## config.mk

```make
export PLATFORM = sky130hd
export DESIGN_NAME = axil_single_req_client_flat
export DESIGN_NICKNAME = d
export VERILOG_FILES = /design/src/rtl/axil_single_req_client_pkg.sv /design/src/rtl/axil_single_req_client_if.sv /design/src/rtl/axil_single_req_client_resp_buf.sv /design/src/rtl/axil_single_req_client.sv /design/src/flat_wrapper.sv
export SDC_FILE = /design/constraint.sdc
export NUM_CORES = 1
export LEC_CHECK = 0
export CAP_MARGIN = 40
export CORE_MARGIN = 8
export CORE_UTILIZATION = 38
export DETAILED_ROUTE_END_ITERATION = 6
export PLACE_DENSITY = 0.74
export SLEW_MARGIN = 10
export SYNTH_ARGS = -nofsm -noshare
export SYNTH_HDL_FRONTEND = slang
export SYNTH_HIERARCHICAL = 1
export SYNTH_SLANG_ARGS = --single-unit
export TNS_END_PERCENT = 20
```

## constraint.sdc

```tcl
create_clock -name clk_i -period 1.5 [get_ports clk_i]
set_input_delay 0.3 -clock clk_i [delete_from_list [all_inputs] [get_ports clk_i]]
set_output_delay 0.3 -clock clk_i [all_outputs]
set_load 0.005 [all_outputs]
```

## src/rtl/axil_single_req_client_pkg.sv

```systemverilog
// rtl/axil_single_req_client_pkg.sv - shared types and constants for the AXI-Lite single-request client
package axil_single_req_client_pkg;

  localparam int unsigned DataW = 32;
  localparam int unsigned AddrW = 32;
  localparam int unsigned StrbW = DataW / 8;

  localparam logic [1:0] RESP_OKAY = 2'b00;

  // One queued downstream request; reads carry wdata=0 and be=all ones.
  typedef struct packed {
    logic             we;
    logic [AddrW-1:0] addr;
    logic [DataW-1:0] wdata;
    logic [StrbW-1:0] be;
  } req_entry_t;

endpackage

```

## src/rtl/axil_single_req_client_if.sv

```systemverilog
// rtl/axil_single_req_client_if.sv - AXI4-Lite port bundle with host (master) and device (slave) views
interface axil_single_req_client_if
  import axil_single_req_client_pkg::*;
#(
  parameter int unsigned data_width_p = DataW,
  parameter int unsigned addr_width_p = AddrW
);

  logic [addr_width_p-1:0]   awaddr;
  logic [2:0]                awprot;
  logic                      awvalid;
  logic                      awready;

  logic [data_width_p-1:0]   wdata;
  logic [data_width_p/8-1:0] wstrb;
  logic                      wvalid;
  logic                      wready;

  logic [1:0]                bresp;
  logic                      bvalid;
  logic                      bready;

  logic [addr_width_p-1:0]   araddr;
  logic [2:0]                arprot;
  logic                      arvalid;
  logic                      arready;

  logic [data_width_p-1:0]   rdata;
  logic [1:0]                rresp;
  logic                      rvalid;
  logic                      rready;

  modport master (
    output awaddr, awprot, awvalid, wdata, wstrb, wvalid, bready,
           araddr, arprot, arvalid, rready,
    input  awready, wready, bresp, bvalid, arready, rdata, rresp, rvalid
  );

  modport slave (
    input  awaddr, awprot, awvalid, wdata, wstrb, wvalid, bready,
           araddr, arprot, arvalid, rready,
    output awready, wready, bresp, bvalid, arready, rdata, rresp, rvalid
  );

endinterface

```

## src/rtl/axil_single_req_client_resp_buf.sv

```systemverilog
// rtl/axil_single_req_client_resp_buf.sv - one-entry valid/data response buffer with yumi pop
module single_resp_buf #(
  parameter int unsigned width_p = 32
) (
  input  logic               clk_i,
  input  logic               rst_ni,
  input  logic               v_i,
  input  logic [width_p-1:0] data_i,
  output logic               v_o,
  output logic [width_p-1:0] data_o,
  input  logic               yumi_i
);

  logic               full_q, full_d;
  logic [width_p-1:0] data_q, data_d;

  // Capture only into an empty slot; a strobe arriving while full is dropped.
  always_comb begin
    full_d = full_q;
    data_d = data_q;
    if (v_i && !full_q) begin
      full_d = 1'b1;
      data_d = data_i;
    end else if (yumi_i) begin
      full_d = 1'b0;
    end
  end

  // Buffer state register.
  always_ff @(posedge clk_i or negedge rst_ni) begin
    if (!rst_ni) begin
      full_q <= 1'b0;
      data_q <= '0;
    end else begin
      full_q <= full_d;
      data_q <= data_d;
    end
  end

  assign v_o    = full_q;
  assign data_o = data_q;

endmodule

```

## src/rtl/axil_single_req_client.sv

```systemverilog
// rtl/axil_single_req_client.sv - AXI4-Lite slave to single-outstanding req/gnt + valid response bridge
module axil_single_req_client
  import axil_single_req_client_pkg::*;
#(
  parameter int unsigned data_width_p = DataW,
  parameter int unsigned addr_width_p = AddrW,
  parameter int unsigned fifo_els_p   = 2
) (
  input  logic                      clk_i,
  input  logic                      rst_ni,
  axil_single_req_client_if.slave   s_axil,
  output logic                      req_o,
  input  logic                      gnt_i,
  output logic [addr_width_p-1:0]   addr_o,
  output logic                      we_o,
  output logic [data_width_p-1:0]   wdata_o,
  output logic [data_width_p/8-1:0] be_o,
  input  logic                      valid_i,
  input  logic [data_width_p-1:0]   rdata_i
);

  localparam int unsigned ptr_w = (fifo_els_p > 1) ? $clog2(fifo_els_p) : 1;
  localparam int unsigned cnt_w = $clog2(fifo_els_p + 1);
  localparam logic [ptr_w-1:0] last_ptr = ptr_w'(fifo_els_p - 1);
  localparam logic [cnt_w-1:0] full_cnt = cnt_w'(fifo_els_p);

  req_entry_t       mem_q [fifo_els_p];
  req_entry_t       enq_entry;
  req_entry_t       head;
  logic [ptr_w-1:0] wptr_q, wptr_d, rptr_q, rptr_d;
  logic [cnt_w-1:0] cnt_q, cnt_d;
  logic             fifo_full, fifo_empty;
  logic             wr_enq, rd_enq, enq, accept;

  logic             inflight_q, inflight_d;
  logic             type_q, type_d;
  logic             rsp_v;
  logic [data_width_p-1:0] rsp_data;
  logic             rsp_hs;
  logic             unused_prot;

  // prot carries no meaning for this peripheral.
  assign unused_prot = ^{s_axil.awprot, s_axil.arprot};

  assign fifo_full  = (cnt_q == full_cnt);
  assign fifo_empty = (cnt_q == '0);

  // Write needs both AW and W together; a read only goes in when no write does.
  assign wr_enq = s_axil.awvalid & s_axil.wvalid & ~fifo_full;
  assign rd_enq = s_axil.arvalid & ~fifo_full & ~(s_axil.awvalid & s_axil.wvalid);
  assign enq    = wr_enq | rd_enq;

  assign s_axil.awready = wr_enq;
  assign s_axil.wready  = wr_enq;
  assign s_axil.arready = ~fifo_full & ~(s_axil.awvalid & s_axil.wvalid);

  // Build the entry to enqueue from whichever channel wins this cycle.
  always_comb begin
    enq_entry = '0;
    if (wr_enq) begin
      enq_entry.we    = 1'b1;
      enq_entry.addr  = s_axil.awaddr;
      enq_entry.wdata = s_axil.wdata;
      enq_entry.be    = s_axil.wstrb;
    end else begin
      enq_entry.addr  = s_axil.araddr;
      enq_entry.be    = '1;
    end
  end

  assign head    = mem_q[rptr_q];
  assign req_o   = ~fifo_empty & ~inflight_q;
  assign accept  = req_o & gnt_i;
  assign addr_o  = head.addr;
  assign we_o    = head.we;
  assign wdata_o = head.wdata;
  assign be_o    = head.be;

  // FIFO pointer and occupancy next-state; enqueue and pop may coincide.
  always_comb begin
    wptr_d = wptr_q;
    rptr_d = rptr_q;
    cnt_d  = cnt_q;
    if (enq) begin
      wptr_d = (wptr_q == last_ptr) ? '0 : wptr_q + 1'b1;
    end
    if (accept) begin
      rptr_d = (rptr_q == last_ptr) ? '0 : rptr_q + 1'b1;
    end
    case ({enq, accept})
      2'b10:   cnt_d = cnt_q + 1'b1;
      2'b01:   cnt_d = cnt_q - 1'b1;
      default: cnt_d = cnt_q;
    endcase
  end

  // FIFO storage and pointers.
  always_ff @(posedge clk_i or negedge rst_ni) begin
    if (!rst_ni) begin
      wptr_q <= '0;
      rptr_q <= '0;
      cnt_q  <= '0;
      for (int i = 0; i < int'(fifo_els_p); i++) begin
        mem_q[i] <= '0;
      end
    end else begin
      wptr_q <= wptr_d;
      rptr_q <= rptr_d;
      cnt_q  <= cnt_d;
      if (enq) begin
        mem_q[wptr_q] <= enq_entry;
      end
    end
  end

  assign rsp_hs = (s_axil.bvalid & s_axil.bready) | (s_axil.rvalid & s_axil.rready);

  // Outstanding flag and request type; a new accept wins over a completing handshake.
  always_comb begin
    inflight_d = inflight_q;
    type_d     = type_q;
    if (accept) begin
      inflight_d = 1'b1;
      type_d     = head.we;
    end else if (rsp_hs) begin
      inflight_d = 1'b0;
    end
  end

  // Outstanding flag and request type registers.
  always_ff @(posedge clk_i or negedge rst_ni) begin
    if (!rst_ni) begin
      inflight_q <= 1'b0;
      type_q     <= 1'b0;
    end else begin
      inflight_q <= inflight_d;
      type_q     <= type_d;
    end
  end

  // Responses with nothing outstanding are stray and never reach the buffer.
  single_resp_buf #(
    .width_p (data_width_p)
  ) u_resp_buf (
    .clk_i  (clk_i),
    .rst_ni (rst_ni),
    .v_i    (valid_i & inflight_q),
    .data_i (rdata_i),
    .v_o    (rsp_v),
    .data_o (rsp_data),
    .yumi_i (rsp_hs)
  );

  assign s_axil.bvalid = rsp_v & type_q;
  assign s_axil.bresp  = RESP_OKAY;
  assign s_axil.rvalid = rsp_v & ~type_q;
  assign s_axil.rdata  = type_q ? '0 : rsp_data;
  assign s_axil.rresp  = RESP_OKAY;

endmodule

```

## src/flat_wrapper.sv

```systemverilog
// flat-port wrapper written by rule: the top's interface ports become plain ports
module axil_single_req_client_flat import axil_single_req_client_pkg::*;
#(
  parameter int unsigned data_width_p = DataW,
  parameter int unsigned addr_width_p = AddrW,
  parameter int unsigned fifo_els_p   = 2
)
  (clk_i, rst_ni, req_o, gnt_i, addr_o, we_o, wdata_o, be_o, valid_i, rdata_i, s_axil_awaddr, s_axil_awprot, s_axil_awvalid, s_axil_wdata, s_axil_wstrb, s_axil_wvalid, s_axil_bready, s_axil_araddr, s_axil_arprot, s_axil_arvalid, s_axil_rready, s_axil_awready, s_axil_wready, s_axil_bresp, s_axil_bvalid, s_axil_arready, s_axil_rdata, s_axil_rresp, s_axil_rvalid);
  axil_single_req_client_if #(.data_width_p(data_width_p), .addr_width_p(addr_width_p)) s_axil_i ();
  input  logic clk_i;
  input  logic rst_ni;
  output logic req_o;
  input  logic gnt_i;
  output logic [addr_width_p-1:0] addr_o;
  output logic we_o;
  output logic [data_width_p-1:0] wdata_o;
  output logic [data_width_p/8-1:0] be_o;
  input  logic valid_i;
  input  logic [data_width_p-1:0] rdata_i;
  input wire logic [$bits(s_axil_i.awaddr)-1:0] s_axil_awaddr;
  input wire logic [$bits(s_axil_i.awprot)-1:0] s_axil_awprot;
  input wire logic [$bits(s_axil_i.awvalid)-1:0] s_axil_awvalid;
  input wire logic [$bits(s_axil_i.wdata)-1:0] s_axil_wdata;
  input wire logic [$bits(s_axil_i.wstrb)-1:0] s_axil_wstrb;
  input wire logic [$bits(s_axil_i.wvalid)-1:0] s_axil_wvalid;
  input wire logic [$bits(s_axil_i.bready)-1:0] s_axil_bready;
  input wire logic [$bits(s_axil_i.araddr)-1:0] s_axil_araddr;
  input wire logic [$bits(s_axil_i.arprot)-1:0] s_axil_arprot;
  input wire logic [$bits(s_axil_i.arvalid)-1:0] s_axil_arvalid;
  input wire logic [$bits(s_axil_i.rready)-1:0] s_axil_rready;
  output wire logic [$bits(s_axil_i.awready)-1:0] s_axil_awready;
  output wire logic [$bits(s_axil_i.wready)-1:0] s_axil_wready;
  output wire logic [$bits(s_axil_i.bresp)-1:0] s_axil_bresp;
  output wire logic [$bits(s_axil_i.bvalid)-1:0] s_axil_bvalid;
  output wire logic [$bits(s_axil_i.arready)-1:0] s_axil_arready;
  output wire logic [$bits(s_axil_i.rdata)-1:0] s_axil_rdata;
  output wire logic [$bits(s_axil_i.rresp)-1:0] s_axil_rresp;
  output wire logic [$bits(s_axil_i.rvalid)-1:0] s_axil_rvalid;
  assign s_axil_i.awaddr = s_axil_awaddr;
  assign s_axil_i.awprot = s_axil_awprot;
  assign s_axil_i.awvalid = s_axil_awvalid;
  assign s_axil_i.wdata = s_axil_wdata;
  assign s_axil_i.wstrb = s_axil_wstrb;
  assign s_axil_i.wvalid = s_axil_wvalid;
  assign s_axil_i.bready = s_axil_bready;
  assign s_axil_i.araddr = s_axil_araddr;
  assign s_axil_i.arprot = s_axil_arprot;
  assign s_axil_i.arvalid = s_axil_arvalid;
  assign s_axil_i.rready = s_axil_rready;
  assign s_axil_awready = s_axil_i.awready;
  assign s_axil_wready = s_axil_i.wready;
  assign s_axil_bresp = s_axil_i.bresp;
  assign s_axil_bvalid = s_axil_i.bvalid;
  assign s_axil_arready = s_axil_i.arready;
  assign s_axil_rdata = s_axil_i.rdata;
  assign s_axil_rresp = s_axil_i.rresp;
  assign s_axil_rvalid = s_axil_i.rvalid;
  axil_single_req_client #(.data_width_p(data_width_p), .addr_width_p(addr_width_p), .fifo_els_p(fifo_els_p)) u_core (.clk_i(clk_i), .rst_ni(rst_ni), .s_axil(s_axil_i), .req_o(req_o), .gnt_i(gnt_i), .addr_o(addr_o), .we_o(we_o), .wdata_o(wdata_o), .be_o(be_o), .valid_i(valid_i), .rdata_i(rdata_i));
endmodule
```

==> summary.md <==
| Metric | Value |
|---|---|
| Status | finished with violations |
| Failing checks | design-rule violations, negative setup slack |
| Die Span X | 163 um |
| Number of synthesized flops with an enable pin | 0 |
| GRT overflow | 0 |
| Worst Reg2Reg Path Length in Cells | 5 |
| Die Y | 163 um |
| Cell taking the most area after synthesis | dfrtp_1 |
| Clock slew at reported path FFs | 70 ps |
| CP endpoint kind | output port |
| Clock Power Share | 0.166 |
| Total Wirelength | 26800 um |
| Synth Area per Inst | 11.5 sq um |
| Root buf cell | clkbuf_16 |
| Initial Util | 0.389 |
| Leakage Power | 6.05 nW |
| Vias in the first global route | 7345 |
| Sw Share | 0.357 |
| Setup CP Type | flop to output port |
| Clock Latency Late Sink | 420 ps |
| Clk buf depth | 2 |
| Pre-CTS WS | -562 ps |
| WL met3 | 2530 um |
| CP Max Fanout | 6 |
| Fin crit period | 2110 ps |
| Post-DP Area | 11300 sq um |
| Post-Route M1 WL | 11500 um |
| Area Overhead vs Synth | 52.4% |
| Core area | 21100 sq um |
| Combinational share of power | 0.528 |
| RSZ-0062 raised after global routing | yes |
| Fin area | 12500 sq um |
| Total GRT Usage | 0.202 |
| Met2 wire length | 12400 um |
| IO buf count | 247 |
| TritonCTS clock tree | done |
| Gpl congestion | 0.796 |
| Main flop type after synthesis | dfrtp_1 |
| H-tree levels | 4 |
| Critical Path RT | 1200 ps |
| Startpoint class of the critical path | flop |
| Peak VDD IR | 1.04 mV |
| DRC | 2 |
| Number of synthesized register bits | 177 |
| Cts bufs inserted | 17 |
| Post-DRT Antenna Nets | 0 |
| FF-to-FF setup slack | -170 ps |
| HP Class | input port to async pin |
| WP data arrival | 1810 ps |
| Distinct cells, synth | 34 |
| Pwr dens | 2150 nW/um^2 |
| First-pass GRT wire length | 42400 um |
| Area share of the largest cell type after synthesis | 0.540 |
| Final Setup Violations | 207 |
| Clk_skew | 9.39 ps |
| Sequential cell area | 4430 sq um |
| Synth Warn # | 6 |
| Final period util | 1.41 |
| Power, Total | 26.9 mW |
| Fin nets | 1154 |
| Max-Cap Viols | 0 |
| Highest routed layer | met4 |
| Layout cells sized above 1 | 0.358 |
| DR WL/cell | 20.7 um |
| Avg Vias per Cell | 5.37 |
| Half-perimeter wire length after placement | 17300 um |
| Int Pwr | 17.3 mW |
| Die area | 26600 sq um |
| Initial antenna violation count | 0 |
| Most frequent cell after synthesis | dfrtp_1 |
| Clock sinks | 177 |
| Synth area leaders | dfrtp_1, a222oi_1, a22o_1, mux2_2, mux2_4 |
| Ant diodes | 0 |
| Slew Viols, Final | 0 |
| Switching pwr | 9.60 mW |
| Top achievable clock speed | 0.474 GHz |
| Sequential Power Share | 0.305 |
| Final-layout fill cell count | 1721 |
| I/O pin count | 258 |
| Vias | 6955 |
| Synth cell count leaders | dfrtp_1, inv_1, a222oi_1, a22o_1, mux2_2 |
| Largest net degree at the start of global routing | 50 |
| Multi-input logic area | 3370 sq um |
| Row count | 53 |
| Post-synth ARST share | 1.00 |
| Drt first-iter violations | 753 |
| First-pass iteration count of the detailed router | 7 |
| Final number of hold-violating endpoints | 0 |
| Mapped Area | 8210 sq um |
| Post-Synthesis Cells | 714 |
| PnR worst setup slack | -609 ps |
| Sum Neg Setup Slack | -46820 ps |
| Seq/Total Area, Yosys | 0.540 |
-- worst max-delay path, stage by stage (launching register included) --
cell and delay [ps]:
dfrtp_4 550, buf_12 160, buf_8 130, buf_16 140, mux2_4 300, buf_6 120
-- state kept, by name (all words and copies together), names as in the netlist --
register                  count
u_core/cnt_q                  2
u_core/type_q                 1
u_core/wptr_q                 1
u_core/inflight_q             1
u_core/u_resp_buf/data_o     32
u_core/mem_q                138
u_core/u_resp_buf/v_o         1
u_core/rptr_q                 1
-- per-stage QoR --
stage	cells	hold slack (ps)	util
2_1_floorplan	717	4.41	-
3_3_place_gp	1230	218	0.536
6_report	1294	343	0.593
4_1_cts	1288	328	0.583
5_1_grt	1294	340	0.593
3_5_place_dp	1230	225	0.536
-- kinds of logic after synthesis --
family / after synthesis / share of synthesized area
AOI/OAI and AO/OA: 176 / 0.180
xor gates and xnor gates: 4 / 0.00427
adders and majority gates: 1 / 0.00152
buffers and inverters: 163 / 0.0915
DFF: 177 / 0.540
muxes: 71 / 0.111
other: 1 / 0.000457
and+or+nand+nor: 121 / 0.0712
-- metal layers --
layer  vias up  global-route usage
li1       3132                   -
met1      3431               0.263
met2       370               0.318
met3        22              0.0665
met4         0              0.0509
met5         -                   0
-- cell usage in the layout, fill, tap and decap left out, types with 6 or more instances in the layout --
| cell | n |
|---|---|
| buf_12 | 21 |
| clkbuf_16 | 17 |
| buf_4 | 38 |
| o21ai_4 | 6 |
| dfrtp_1 | 175 |
| nor2b_1 | 27 |
| o21ai_2 | 21 |
| buf_2 | 74 |
| a22o_1 | 64 |
| clkdlybuf4s50_1 | 138 |
| nand2_1 | 14 |
| nor2_1 | 35 |
| mux2_4 | 39 |
| nor2b_2 | 7 |
| inv_1 | 98 |
| buf_6 | 39 |
| o22a_1 | 8 |
| buf_16 | 13 |
| mux2_2 | 31 |
| a222oi_1 | 64 |
| nand2_2 | 16 |
-- power by group through the flow --
stage	clock network (mW)	logic [mW]	registers, mW
2_1_floorplan	0	6.35	7.76
3_3_place_gp	0	12.2	8.05
3_5_place_dp	0	12.4	8.09
4_1_cts	4.61	13.7	8.16
5_1_grt	4.83	15.3	8.51
6_report	4.48	14.2	8.22
-- final timing paths --
check,startpoint,end
min in group clk_i,s_axil_awaddr[23],u_core/mem_q[128]
worst max-delay path,u_core/rptr_q,wdata_o[12]
worst min-delay path,rst_ni,u_core/mem_q[28]
worst max register to register,u_core/cnt_q[1],u_core/mem_q[136]
worst min register to register,u_core/mem_q[137],u_core/mem_q[137]
max in group asynchronous,rst_ni,u_core/mem_q[42]
-- timing repair --
action / 4_1_cts / 5_1_grt
endpoints found under the hold margin: 27 / 0
buffers inserted: 15 / 6
gates cloned: 12 / 0
resized for setup: 513 / 79
hold buffers: 1 / 0
setup endpoints to repair: 247 / 241
pin swaps: 31 / 8
-- layout make-up --
class,instances,area share
clock buffers,17,0.0340
clock inverters,15,0.0145
inverters,98,0.0294
multi-input cells,377,0.270
flip-flops and latches,177,0.355
well taps,275,0.0275
repair buffers,335,0.270
Power figures use the tool's default switching activity.
